<file path="config.mk">
export PLATFORM = sky130hd
export DESIGN_NAME = store_truncation_unit
export DESIGN_NICKNAME = d
export VERILOG_FILES = /design/src/rtl/store_truncation_unit.sv
export SDC_FILE = /design/constraint.sdc
export NUM_CORES = 1
export LEC_CHECK = 0
export CAP_MARGIN = 20
export CORE_ASPECT_RATIO = 1.1
export CORE_UTILIZATION = 52
export DETAILED_ROUTE_END_ITERATION = 16
export GPL_ROUTABILITY_DRIVEN = 0
export PLACE_DENSITY_LB_ADDON = 0.25
export SLEW_MARGIN = 20
export SYNTH_ARGS = -nofsm -noshare
export SYNTH_HDL_FRONTEND = slang
export SYNTH_SLANG_ARGS = --single-unit
</file>
<file path="constraint.sdc">
create_clock -name i_clk -period 3.25 [get_ports i_clk]
set_input_delay 0.325 -clock i_clk [delete_from_list [all_inputs] [get_ports i_clk]]
set_output_delay 0.325 -clock i_clk [all_outputs]
set_load 0.02 [all_outputs]
</file>
<file path="src/rtl/store_truncation_unit.sv">
// rtl/store_truncation_unit.sv - narrowing store path: truncates a register value to byte/half/word and writes it byte-serially, little-endian.
// Optional STORE_ALIGN_CHECK_EN rejects misaligned half/word requests.
module store_truncation_unit #(
  parameter int ADDR_WIDTH = 10,
  parameter int DATA_WIDTH = 32
) (
  input  logic                  i_clk,
  input  logic                  i_reset,
  input  logic                  i_valid,
  output logic                  o_ready,
  input  logic [ADDR_WIDTH-1:0] i_addr,
  input  logic [DATA_WIDTH-1:0] i_data,
  input  logic [1:0]            i_size,
  output logic                  o_mem_we,
  output logic [ADDR_WIDTH-1:0] o_mem_addr,
  output logic [7:0]            o_mem_data,
  output logic                  o_done,
  output logic                  o_error,
  output logic                  o_busy
);

  typedef enum logic [1:0] {
    IDLE  = 2'd0,
    WRITE = 2'd1,
    ERR   = 2'd2
  } state_t;

  state_t                state_q, state_d;
  logic [ADDR_WIDTH-1:0] addr_q, addr_d;
  logic [DATA_WIDTH-1:0] data_q, data_d;
  logic [1:0]            last_q, last_d;
  logic [1:0]            k_q, k_d;
  logic                  mem_we_q, mem_we_d;
  logic [ADDR_WIDTH-1:0] mem_addr_q, mem_addr_d;
  logic [7:0]            mem_data_q, mem_data_d;
  logic                  done_q, done_d;
  logic                  error_q, error_d;
  logic                  busy_q, busy_d;
  logic                  reject;
  logic [1:0]            size_last;
  logic [1:0]            kn;

  always_ff @(posedge i_clk) begin
    if (i_reset) begin
      state_q    <= IDLE;
      addr_q     <= '0;
      data_q     <= '0;
      last_q     <= '0;
      k_q        <= '0;
      mem_we_q   <= 1'b0;
      mem_addr_q <= '0;
      mem_data_q <= '0;
      done_q     <= 1'b0;
      error_q    <= 1'b0;
      busy_q     <= 1'b0;
    end else begin
      state_q    <= state_d;
      addr_q     <= addr_d;
      data_q     <= data_d;
      last_q     <= last_d;
      k_q        <= k_d;
      mem_we_q   <= mem_we_d;
      mem_addr_q <= mem_addr_d;
      mem_data_q <= mem_data_d;
      done_q     <= done_d;
      error_q    <= error_d;
      busy_q     <= busy_d;
    end
  end

  always_comb begin
    reject = (i_size == 2'b11);
`ifdef STORE_ALIGN_CHECK_EN
    if ((i_size == 2'b01) && i_addr[0])
      reject = 1'b1;
    if ((i_size == 2'b10) && (i_addr[1:0] != 2'b00))
      reject = 1'b1;
`else
`endif
    case (i_size)
      2'b00:   size_last = 2'd0;
      2'b01:   size_last = 2'd1;
      default: size_last = 2'd3;
    endcase
  end

  // Output registers are loaded one cycle ahead, so byte 0 is presented in the cycle after accept.
  always_comb begin
    state_d    = state_q;
    addr_d     = addr_q;
    data_d     = data_q;
    last_d     = last_q;
    k_d        = k_q;
    mem_we_d   = 1'b0;
    mem_addr_d = '0;
    mem_data_d = '0;
    done_d     = 1'b0;
    error_d    = 1'b0;
    kn         = k_q + 2'd1;
    case (state_q)
      IDLE: begin
        if (i_valid) begin
          if (reject) begin
            state_d = ERR;
            error_d = 1'b1;
          end else begin
            state_d    = WRITE;
            addr_d     = i_addr;
            data_d     = i_data;
            last_d     = size_last;
            k_d        = 2'd0;
            mem_we_d   = 1'b1;
            mem_addr_d = i_addr;
            mem_data_d = i_data[7:0];
            done_d     = (size_last == 2'd0);
          end
        end
      end
      WRITE: begin
        if (k_q == last_q) begin
          state_d = IDLE;
        end else begin
          k_d        = kn;
          mem_we_d   = 1'b1;
          mem_addr_d = addr_q + ADDR_WIDTH'(kn);
          mem_data_d = data_q[{kn, 3'b000} +: 8];
          done_d     = (kn == last_q);
        end
      end
      default: state_d = IDLE;
    endcase
    busy_d = (state_d != IDLE);
  end

  assign o_ready    = (state_q == IDLE) && !i_reset;
  assign o_mem_we   = mem_we_q;
  assign o_mem_addr = mem_addr_q;
  assign o_mem_data = mem_data_q;
  assign o_done     = done_q;
  assign o_error    = error_q;
  assign o_busy     = busy_q;

endmodule

</file>
==> metrics.md <==
| Metric | Value |
|---|---|
| Run status | `finished, final reports clean` |
| DIE AREA | `5700 um2` |
| Critical Path Fanout Max | `10` |
| Vias/cell | `5.21` |
| Crit-path cells | `buf_4, inv_1, nand2_1, nand2_1, ha_1, a21oi_1, nor3b_1, xor2_1, a32o_1` |
| Slowest CP cell | `dfxtp_1` |
| Crit path kind | `reg2reg` |
| Via count | `2409` |
| Storage cell area | `1400 um2` |
| Total internal power | `0.00143 W` |
| Switching share of power | `25.3%` |
| Setup TNS | `0 ns` |
| Mux contribution to synthesized area | `6.77%` |
| WP data arrival | `2.51 ns` |
| Final clock skew | `0.00777 ns` |
| Sink Count | `70` |
| Io pins | `70` |
| Delay of the slowest critical-path stage | `0.63 ns` |
| Worst r2r dst | `o_mem_addr[7]` |
| Top FF cell, synth | `dfxtp_1` |
| Launch point of the worst path | `k_q[0]` |
| Post CTS Setup Buffer Count | `0` |
| Share of post-route cells with drive strength above 1 | `8.46%` |
| Most frequent CP cell | `nand2_1` |
| FP Rows | `27` |
| DRC | `0` |
| Cell variety after synth | `37` |
| Register share of total power | `48.8%` |
| Combinational Power Share | `13.7%` |
| Peak Freq | `441 MHz` |
| Leakage | `1.34 nW` |
| Final Setup Violations | `0` |
| Xor/xnor share of the synthesized area | `2.49%` |
| CTS tree | `done` |
| Hold Vio Cnt, Final | `0` |
| CTS Root Buffer Type | `clkbuf_8` |
| R2R Setup Slk | `0.98 ns` |
| Drt pass-1 iters | `4` |
| Least-Margin Pin Slew | `0.906 ns` |
| Clk network pwr share | `37.6%` |
| Post-CTS Resized | `0` |
| Syn nets | `373` |
| Area contributors post-synth | `dfxtp_1, nand2_1, a21oi_1` |
| Register area share after synthesis | `49.9%` |
| CP required | `3.49 ns` |
| Sw Pwr | `0.000486 W` |
| GRT Util Overall | `23.1%` |
| Vias in the first global route | `2340` |
| Die height | `79.1 um` |
| Tcrit/Tclk final | `69.8%` |
| Max Cap Violations | `0` |
| # diodes | `0` |
| Reg2Reg Depth | `9` |
| Netlist Area Pre-Place | `2810 um2` |
| Initial core utilization | `55.1%` |
| Skew-Pair Late Insertion Delay | `0.34 ns` |
| Placed cell count | `446` |
| Relative slew slack | `39.6%` |
| Adder-cell share of the synthesized area | `1.60%` |
| Clock slew at reported path FFs | `0.08 ns` |
| Mapped Cells | `323` |
| Die width | `72.1 um` |
| Hold buffers post-CTS | `0` |
| Worst R2R Start | `k_q[0]` |
| Asr flop ratio synth | `0%` |
| Fillers | `373` |
| Max Slew Vio Count | `0` |
| CP Capture Type | `register` |
| Total routed wirelength | `6110 um` |
| PD cells | `516 nW/um2` |
| Largest net degree at the start of global routing | `51` |
| Final Critical Period | `2.27 ns` |
| Flops & latches, synth | `70` |
| H-Tree Depth | `3` |
| Cell type with the largest total area after synthesis | `dfxtp_1` |
| Core box area | `5100 um2` |
| Global-route wire length before repair | `10100 um` |
| Port bufs | `69` |
| RSZ-0062 raised after global routing | `no` |
| Nets@finish | `435` |
| Detail Route Antenna Nets | `0` |
| Total power | `0.00192 W` |
| Multi-input gate area | `1280 um2` |
| Synthesis Warnings | `0` |
| Top-area cell type share of the netlist area | `49.9%` |
| CP endpoint | `o_mem_addr[7]` |
| Largest family of logic cells by synthesized area | `simple AND/OR/NAND/NOR gates` |
| HP Class | `reg2reg` |
| Number of CTS-inserted buffers | `9` |
| Area share of and/or/nand/nor cells after synthesis | `19.2%` |
| Number of flops mapped to enable cells by yosys | `0` |
| Compound-gate portion of the synthesized area | `15.1%` |
| Syn_area_per_cell | `8.70 um2` |
| Starting DRC count in detailed routing | `120` |
| GRT overflow | `0` |
| Max clock buf depth | `2` |
| Worst VDD drop | `0.000352 V` |
| HPWL after DPL | `4010 um` |
| Startpoint types | `register` |
| Finished Layout Cells | `462` |
| Initial antenna violation count | `0` |
| Area grow syn2layout | `32.6%` |
| Routed length per instance | `13.2 um` |
==> synth_stat cells (all sizes together), types with 2 or more instances <==
master and instances:
a32o 3, mux4 8, xnor2 4, nand2 101
dfxtp 70, nand4 2, o21a 2, clkbuf 8
ha 2, buf 14, a21oi 60, xor2 4
inv 5, nor2 9, o21ai 3, nor3 6
nand2b 5, nand3 2
==> flip-flops by register name, summed over array words and instances (netlist names) <==
| signal | flops |
|---|---|
| k_q | 2 |
| o_error | 1 |
| data_q | 32 |
| o_busy | 1 |
| o_mem_data | 8 |
| state_q | 2 |
| o_mem_we | 1 |
| addr_q | 10 |
| last_q | 2 |
| o_done | 1 |
| o_mem_addr | 10 |
==> critical path: cells and delay by family (launching register included) <==
family / cells / cell delay [ns]
xor gates and xnor gates: 1 / 0.15
and+or+nand+nor: 3 / 0.29
DFF: 1 / 0.63
buffers and inverters: 2 / 0.34
AOI/OAI and AO/OA: 2 / 0.47
adders and majority gates: 1 / 0.29
==> metrics by stage <==
stage | cell area, um2 | hold WS (ns) | util, % | worst slack [ns]
after floorplan | 2810 | 0.414 | - | 1.25
after global placement | 3510 | 0.439 | 68.9 | 1.04
after detailed placement | 3510 | 0.447 | 68.9 | 0.967
after CTS | 3720 | 0.456 | 73.0 | 0.972
after global routing | 3720 | 0.476 | 73.0 | 0.768
final | 3720 | 0.456 | 73.0 | 0.981
==> layer usage <==
| layer | GRT usage, % | routed length (um) | up-vias |
|---|---|---|---|
| li1 | - | - | 1210 |
| met1 | 28.3 | 2660 | 1103 |
| met2 | 38.2 | 2980 | 84 |
| met3 | 4.31 | 361 | 12 |
| met4 | 12.4 | 114 | 0 |
| met5 | 0 | 0 | - |
==> how the worst min path moves through the flow <==
stage / end / cells after the start / start
floorplan: state_q[1] / 1 / i_reset
global placement: data_q[17] / 2 / data_q[17]
detailed placement: data_q[15] / 2 / data_q[15]
CTS: data_q[15] / 2 / data_q[15]
global route: data_q[25] / 2 / data_q[25]
finish: data_q[19] / 2 / data_q[19]
==> cells by family after synthesis <==
kind of cell / count (synthesis)
and+or+nand+nor: 131
adders and majority gates: 3
xor gates and xnor gates: 8
AOI/OAI and AO/OA: 75
buffers and inverters: 27
DFF: 70
muxes: 9
==> power groups by stage <==
stage	clock network (W)	logic (W)	registers [W]
after floorplan	0	0.000140	0.000963
after global placement	0	0.000257	0.000954
final	0.000722	0.000262	0.000936
after CTS	0.000730	0.000263	0.000936
after global routing	0.000764	0.000288	0.000942
after detailed placement	0	0.000262	0.000955
==> cell usage in the layout (no fill, tap or decap), types with 2 or more instances in the layout <==
cell	Yosys	routed
a32o_1	3	3
o21a_1	2	2
nand3_1	2	2
mux4_2	8	8
xor2_1	4	4
nor2_1	9	9
nor3_1	6	6
clkbuf_8	0	11
buf_4	1	3
dfxtp_1	70	70
ha_1	2	2
o21ai_0	3	3
nand2b_1	5	5
nand4_1	2	2
clkinvlp_4	0	3
clkdlybuf4s50_1	0	68
nand2_1	101	101
a21oi_1	59	59
inv_1	5	5
xnor2_1	4	4
==> layout make-up <==
class / count / area share [%]
multi-input cells: 226 / 34.3
clock inverters: 5 / 1.55
well taps: 72 / 2.42
inverters: 5 / 0.504
clock buffers: 11 / 4.07
flip-flops and latches: 70 / 37.6
repair buffers: 73 / 19.6
(Power assumes the default switching activity.)
